## src/rtl/serial_add_seq.sv

```systemverilog
// rtl/serial_add_seq.sv - bit-serial WIDTH-bit adder sequencer driving one shared full-adder bit slice
// Defining SERIAL_ADD_OVF_EN adds the registered signed-overflow output OVF.
module serial_add_seq #(
  parameter int WIDTH = 8
) (
  input  logic             CLK,
  input  logic             RST,
  input  logic             start,
  input  logic             abort,
  input  logic             CIN,
  input  logic [WIDTH-1:0] A,
  input  logic [WIDTH-1:0] B,
  output logic             busy,
  output logic             done,
  output logic [WIDTH-1:0] S,
`ifdef SERIAL_ADD_OVF_EN
  output logic             OVF,
`endif
  output logic             COUT
);

  localparam int CW = $clog2(WIDTH);
  localparam logic [CW-1:0] LAST = CW'(WIDTH - 1);

  typedef enum logic [1:0] {
    IDLE = 2'b00,
    RUN  = 2'b01,
    DONE = 2'b10
  } state_t;

  state_t           state;
  logic [WIDTH-1:0] a_sh;
  logic [WIDTH-1:0] b_sh;
  logic [WIDTH-1:0] s_sh;
  logic             carry;
  logic [CW-1:0]    cnt;

  logic             sum_bit;
  logic             carry_nx;
  logic [WIDTH-1:0] s_next;

  // The single shared full-adder slice, always fed from the operand LSBs.
  assign sum_bit  = a_sh[0] ^ b_sh[0] ^ carry;
  assign carry_nx = (a_sh[0] & b_sh[0]) | (carry & (a_sh[0] ^ b_sh[0]));
  assign s_next   = {sum_bit, s_sh[WIDTH-1:1]};

  always_ff @(posedge CLK or posedge RST) begin
    if (RST) begin
      state <= IDLE;
      busy  <= 1'b0;
      done  <= 1'b0;
      S     <= '0;
      COUT  <= 1'b0;
`ifdef SERIAL_ADD_OVF_EN
      OVF   <= 1'b0;
`endif
      a_sh  <= '0;
      b_sh  <= '0;
      s_sh  <= '0;
      carry <= 1'b0;
      cnt   <= '0;
    end else begin
      case (state)
        IDLE: begin
          done <= 1'b0;
          if (start) begin
            a_sh  <= A;
            b_sh  <= B;
            carry <= CIN;
            s_sh  <= '0;
            cnt   <= '0;
            busy  <= 1'b1;
            state <= RUN;
          end
        end
        RUN: begin
          // Abort wins even on the final bit, so a cancelled op never touches the results.
          if (abort) begin
            busy  <= 1'b0;
            state <= IDLE;
          end else begin
            a_sh  <= {1'b0, a_sh[WIDTH-1:1]};
            b_sh  <= {1'b0, b_sh[WIDTH-1:1]};
            s_sh  <= s_next;
            carry <= carry_nx;
            cnt   <= cnt + CW'(1);
            if (cnt == LAST) begin
              S     <= s_next;
              COUT  <= carry_nx;
`ifdef SERIAL_ADD_OVF_EN
              OVF   <= carry ^ carry_nx;
`endif
              busy  <= 1'b0;
              done  <= 1'b1;
              state <= DONE;
            end
          end
        end
        DONE: begin
          done  <= 1'b0;
          state <= IDLE;
        end
        default: begin
          busy  <= 1'b0;
          done  <= 1'b0;
          state <= IDLE;
        end
      endcase
    end
  end

endmodule

```

## config.mk

```make
export PLATFORM = sky130hd
export DESIGN_NAME = serial_add_seq
export DESIGN_NICKNAME = d
export VERILOG_FILES = /design/src/rtl/serial_add_seq.sv
export SDC_FILE = /design/constraint.sdc
export NUM_CORES = 1
export LEC_CHECK = 0
export ABC_CLOCK_PERIOD_IN_PS = 3960
export BUFFER_PORTS_ARGS = -buffer_cell sky130_fd_sc_hd__buf_2
export CORE_MARGIN = 1
export CORE_UTILIZATION = 60
export CTS_BUF_LIST = sky130_fd_sc_hd__clkbuf_8
export CTS_CLUSTER_DIAMETER = 200
export CTS_CLUSTER_SIZE = 30
export DETAILED_ROUTE_END_ITERATION = 10
export GPL_TIMING_DRIVEN = 0
export PLACE_DENSITY_LB_ADDON = 0.05
export SYNTH_ARGS = -nofsm -noshare
export SYNTH_HDL_FRONTEND = slang
export SYNTH_SLANG_ARGS = --single-unit
```

## constraint.sdc

```tcl
create_clock -name CLK -period 3.96 [get_ports CLK]
set_input_delay 0.396 -clock CLK [delete_from_list [all_inputs] [get_ports CLK]]
set_output_delay 0.396 -clock CLK [all_outputs]
set_load 0.03 [all_outputs]
```

==> flow_summary.json, run 1 <==
{
  "status": "completed",
  "critPathMaxStageDelay_ns": 0.46,
  "startpoint": "state[0]$_DFFE_PP0P_",
  "synth-main-ff-cell": "dfrtp_1",
  "wire_per_inst_um": 14.5,
  "grt_start_max_net_pins": 41,
  "post-synth-top-count-cell": "dfrtp_1",
  "syn_area_per_cell_um2": 14.0,
  "hp-class": "in -> async",
  "finalMaxSlewViolations": 0,
  "grt_overflow": 0,
  "htree_levels": 2,
  "rsz0062_at_grt": "no",
  "layout.nets": 204,
  "drive_gt1_share_pct": 49.7,
  "clock-root-buffer": "clkbuf_8",
  "clock_latency_ns": 0.29,
  "crit_fanout": 10,
  "antenna_left": 0,
  "p_sw_share_pct": 26.1,
  "criticalPathCategory": "reg -> reg",
  "post_drt_via_cell_ratio": 5.05,
  "final_util_pct": 76.0,
  "yosys-top-cells-count": "dfrtp_1 (40), mux2_4 (26), mux2_2 (13), nand2_1 (13), inv_1 (11)",
  "r2r-end": "a_sh[2]$_DFFE_PP0P_",
  "grt_pass1_vias": 1149,
  "grt_pass1_wl_mm": 5.10,
  "relSlewSlack_pct": 46.6,
  "cts_hold_buf": 0,
  "hold_violations": 0,
  "clkTransAtPathRegs_ns": 0.08,
  "syn_area_um2": 1990,
  "drc": 0,
  "synth_area_leaders": "dfrtp_1 (50%), mux2_4 (20%), mux2_2 (7.4%)",
  "crit_path_end_kind": "flip-flop",
  "rrSetupSlack_ns": 2.30,
  "antenna_cells": 0,
  "fp.dieW_um": 59.6,
  "combPwrFrac_pct": 28.2,
  "p_sw_uw": 383,
  "synth-async-reset-ratio_pct": 100,
  "cpMaxStageDelayCell": "dfrtp_1",
  "yosysTopAreaCell": "dfrtp_1",
  "initial_utilization_pct": 64.1,
  "post-cts-setup-buffers": 0,
  "clock_sinks": 40,
  "grtUsageTotal_pct": 20.3,
  "fmax_mhz": 603,
  "power_mw": 1.47,
  "syn_inst": 142,
  "antenna_found_initial": 0,
  "reg2reg_from": "state[0]$_DFFE_PP0P_",
  "core_area_um2": 3100,
  "ys_seq_area_share_pct": 50.3,
  "ios": 32,
  "synth-seq-cells": 40,
  "dr.pass1.iters": 3,
  "ys_warn_count": 0,
  "gp_congestion": 0.700,
  "powerDensity_nw_per_um2": 622,
  "ys_types": 23,
  "path_cells": "nand2b_1, a21oi_4, buf_6, mux2_2",
  "timing.final.crit_share_pct": 41.8,
  "drt_iter0_markers": 40,
  "layout_min_cycle_time_ns": 1.66,
  "syn_nets": 166,
  "leakagePower_nw": 1.19,
  "dieHeight_um": 59.6,
  "stdcell_count": 225,
  "rr_worst_depth": 4,
  "finalSetupTns_ns": 0,
  "area_growth_pct": 18.6,
  "dpl_worst_slack_ns": 2.27,
  "start_kind": "flip-flop",
  "synth_edf_count": 0,
  "cts_tree": "yes",
  "port_buffers": 31,
  "fin_ws_ns": 2.30,
  "p_clk_share_pct": 31.0,
  "seqPwrFrac_pct": 40.8,
  "die_area_um2": 3550,
  "crit_end": "a_sh[2]$_DFFE_PP0P_",
  "p_int_mw": 1.08,
  "cts_resized": 0,
  "rows": 20,
  "ir_drop_mv": 0.324,
  "totalWireLength_mm": 3.26,
  "worst_slew_pin_slew_ns": 0.800,
  "clk_path_buf_depth": 2,
  "placedCellCount": 217,
  "yosysTopAreaCellShare_pct": 50.3,
  "setup_violations": 0,
  "worstPathRequired_ns": 4.14,
  "worstPathArrival_ns": 1.84,
  "clock_skew_ns": 0.00738,
  "dpl.hpwl_mm": 2.13,
  "cts_made_buffers": 5,
  "drv_cap": 0,
  "vias": 1137
}
[cells by family after synthesis]
family                   after synthesis  synth area share, %
AO/OA/AOI/OAI                         11                 3.71
adder cells (fa/ha/maj)                3                 2.27
buffers and inverters                 18                 6.10
flip-flops                            40                 50.3
multiplexers                          48                 31.5
AND/OR/NAND/NOR                       22                 6.04
[power groups by stage]
stage	combinational, mW	sequential [mW]	clock, mW
after floorplan	0.314	0.610	0
after global placement	0.399	0.596	0
after detailed placement	0.414	0.604	0
after CTS	0.419	0.600	0.464
after global routing	0.447	0.612	0.474
final	0.413	0.599	0.455
[registers in the layout, summed over array words and instances, names as in the netlist]
register  flops
COUT          1
carry         1
cnt           3
busy          1
a_sh          8
done          1
S             8
b_sh          8
s_sh          7
state         2
[routing by layer]
layer	vias up	share of wire [%]	track usage, %
met3	7	3.5	4.80
met1	557	43	23.7
met5	-	0	0
met4	0	2.0	10.3
li1	552	-	-
met2	21	51	34.7
[metrics by stage]
step,area (um^2),hold slack [ns]
after floorplan,1990,0.456
after global placement,2200,0.454
after detailed placement,2200,0.461
after CTS,2360,0.286
after global routing,2360,0.322
final,2360,0.247
[area by class of cell]
class                           count  area, um^2
Fill cell                         223         746
Tap cell                           44        55.1
Buffer                              7        80.1
Sequential cell                    40        1000
Inverter                           11        41.3
Multi-Input combinational cell     84         866
Clock inverter                      3        90.1
Timing Repair Buffer               31         155
Clock buffer                        5        68.8
[how the worst min path moves through the flow]
| stage | from | end | slack (ns) | cells past startpoint |
|---|---|---|---|---|
| 6_report | RST | b_sh[1]$_DFFE_PP0P_ | 0.25 | 2 |
| 5_1_grt | RST | b_sh[1]$_DFFE_PP0P_ | 0.32 | 2 |
| 4_1_cts | RST | b_sh[1]$_DFFE_PP0P_ | 0.29 | 2 |
| 3_5_place_dp | done$_DFFE_PP0P_ | done$_DFFE_PP0P_ | 0.46 | 1 |
| 3_3_place_gp | done$_DFFE_PP0P_ | done$_DFFE_PP0P_ | 0.45 | 1 |
| 2_1_floorplan | a_sh[7]$_DFFE_PP0P_ | a_sh[7]$_DFFE_PP0P_ | 0.46 | 2 |
[critical path, delay by kind of cell, from the launching register on]
family | cells | cell delay [ns]
flip-flops | 1 | 0.46
multiplexers | 1 | 0.35
AO/OA/AOI/OAI | 1 | 0.28
AND/OR/NAND/NOR | 1 | 0.24
buffers and inverters | 1 | 0.22
[placed cells by master, fill, tap and decap left out, drive strengths merged, types with 2 or more instances in the layout]
cell type,synthesis,final
a21o,2,2
a21oi,4,4
buf,7,38
bufinv,0,3
clkbuf,0,5
dfrtp,40,40
ha,2,2
inv,11,11
mux2,39,39
mux2i,9,9
nand2,13,13
nand2b,2,2
nor2b,4,4
o21ai,4,4
(Power assumes the default switching activity.)
==> run 2: changes to the inputs <==
--- a/config.mk
+++ b/config.mk
@@ -5,10 +5,10 @@
 export SDC_FILE = /design/constraint.sdc
 export NUM_CORES = 1
 export LEC_CHECK = 0
-export ABC_CLOCK_PERIOD_IN_PS = 3960
+export ABC_CLOCK_PERIOD_IN_PS = 1600
 export BUFFER_PORTS_ARGS = -buffer_cell sky130_fd_sc_hd__buf_2
 export CORE_MARGIN = 1
-export CORE_UTILIZATION = 60
+export CORE_UTILIZATION = 58
 export CTS_BUF_LIST = sky130_fd_sc_hd__clkbuf_8
 export CTS_CLUSTER_DIAMETER = 200
 export CTS_CLUSTER_SIZE = 30
==> constraint.sdc (replaced) <==
create_clock -name CLK -period 1.6 [get_ports CLK]
set_input_delay 0.16 -clock CLK [delete_from_list [all_inputs] [get_ports CLK]]
set_output_delay 0.16 -clock CLK [all_outputs]
set_load 0.03 [all_outputs]
==> run 2 against run 1 <==
Effect of this change: critical path type unchanged; worst hold slack lost 0.22 ns; highest routed layer is now met3; via count grew 5.0%; critical endpoint unchanged; wire length grew 8.4%; clock skew grew 0.0021 ns; cell count grew 2.7%; largest cell class unchanged; largest power group unchanged.
==> flow_summary.json, run 2 (synthesis gave the netlist of run 1 again) <==
{
  "clkTransAtPathRegs_ns": 0.08,
  "startpoint": "state[0]$_DFFE_PP0P_",
  "crit_fanout": 10,
  "rrSetupSlack_ns": 0.02,
  "layout.nets": 210,
  "grt_pass1_wl_mm": 5.50,
  "top_regs": "S: 8 flops, a_sh: 8 flops, b_sh: 8 flops",
  "antenna_found_initial": 0,
  "drt_iter0_markers": 54,
  "grt_pass1_vias": 1214,
  "drv_cap": 0,
  "multiInputGateArea_um2": 871,
  "stdcell_count": 231,
  "vias": 1194,
  "cts_made_buffers": 5,
  "grt_overflow": 0,
  "fmax_mhz": 632,
  "core_area_um2": 3150,
  "fp.dieW_um": 60.5,
  "htree_levels": 2,
  "drc": 0,
  "setup_violations": 0,
  "clock_skew_ns": 0.00948,
  "port_buffers": 31,
  "post_drt_via_cell_ratio": 5.17,
  "clk_path_buf_depth": 2,
  "antenna_left": 0,
  "fin_ws_ns": 0.0177,
  "dpl_worst_slack_ns": -0.0696,
  "gp_congestion": 0.732,
  "fillers": 227,
  "leakagePower_nw": 1.20,
  "grtUsageTotal_pct": 21.1,
  "wire_per_inst_um": 15.3,
  "placedCellCount": 217,
  "clock_latency_ns": 0.29,
  "worstPathRequired_ns": 1.78,
  "dr.pass1.iters": 4,
  "dieHeight_um": 60.5,
  "powerDensity_nw_per_um2": 1420,
  "status": "completed",
  "worstPathArrival_ns": 1.76,
  "ir_drop_mv": 0.856,
  "rows": 20,
  "grt_start_max_net_pins": 41,
  "regArea_um2": 1000,
  "initial_utilization_pct": 63.1,
  "stdcell_area_um2": 2390,
  "antenna_cells": 0,
  "rr_worst_depth": 4,
  "layout_min_cycle_time_ns": 1.58,
  "worst_slew_pin_slew_ns": 0.848,
  "finalMaxSlewViolations": 0,
  "ios": 32,
  "dpl_cell_area_um2": 2200,
  "hold_violations": 0,
  "dpl.hpwl_mm": 2.35,
  "clock-root-buffer": "clkbuf_8",
  "layout_commonest_cell": "dfrtp_1",
  "start_kind": "flip-flop",
  "reg2reg_from": "state[0]$_DFFE_PP0P_",
  "clock_sinks": 40,
  "layout_common_cells": "dfrtp_1 (39), buf_2 (31), mux2_4 (26), nand2_1 (13), mux2_2 (13)",
  "relSlewSlack_pct": 43.4,
  "r2r-end": "a_sh[2]$_DFFE_PP0P_",
  "cts_hold_buf": 0,
  "criticalPathCategory": "reg -> reg",
  "crit_path_end_kind": "flip-flop",
  "drive_gt1_share_pct": 52.9,
  "die_area_um2": 3670,
  "final_util_pct": 75.7,
  "hp-class": "in -> async",
  "cts_tree": "yes",
  "power_mw": 3.40,
  "totalWireLength_mm": 3.53,
  "timing.final.crit_share_pct": 98.9,
  "area_growth_pct": 20.0
}
-- run 2: cell count changes in the layout (fill, tap and decap cells not counted), sizes merged --
cell	delta
clkinvlp	+1
bufinv	-2
buf	+6
clkinv	+1
-- run 2: worst max path at each step --
stage	to	slack, ns	depth (start not counted)
final	a_sh[2]$_DFFE_PP0P_	0.02	4
after global routing	S[3]$_DFFE_PP0P_	-0.01	5
after CTS	b_sh[1]$_DFFE_PP0P_	0.001	6
after detailed placement	a_sh[2]$_DFFE_PP0P_	-0.07	4
after global placement	a_sh[2]$_DFFE_PP0P_	-0.05	4
after floorplan	a_sh[0]$_DFFE_PP0P_	0.07	6
-- run 2: metrics by stage --
step / TNS [ns] / hold WS (ns)
3_3_place_gp: -0.249 / 0.454
6_report: 0 / 0.0302
3_5_place_dp: -0.487 / 0.372
4_1_cts: 0 / 0.0478
5_1_grt: -0.0635 / 0.0889
2_1_floorplan: 0 / 0.334
-- run 2: what timing repair did --
item / 4_1_cts / 5_1_grt
setup endpoints to repair: 19 / 18
resized for setup: 3 / 3
buffers inserted: 2 / 4
hold endpoints to repair: 0 / 0
pin swaps: 1 / 0
-- run 2: worst max-delay path, stage by stage (launching register included) --
cell      delay (ns)
dfrtp_2         0.46
nand2b_1        0.23
a21oi_4         0.24
buf_8           0.19
mux2_2          0.34
-- run 2: routing by layer --
metal,vias to the layer above,share of wire (%),global-route usage [%]
met5,-,0,0
met4,0,0,6.82
met3,0,3.0,5.76
met2,26,50,35.0
met1,601,47,27.1
li1,567,-,-
-- run 2: cell type report --
type	count	share of cell area [%]
Sequential cell	40	42.0
Multi-Input combinational cell	84	36.5
Buffer	7	3.88
Timing Repair Buffer	37	8.91
Clock buffer	5	2.88
Clock inverter	3	1.78
Inverter	11	1.73
Tap cell	44	2.31
-- run 2: power by group --
part           internal (mW)  leakage [nW]  switching (mW)
Sequential              1.29         0.510           0.193
Clock                  0.462        0.0541           0.360
Combinational          0.665         0.632           0.424
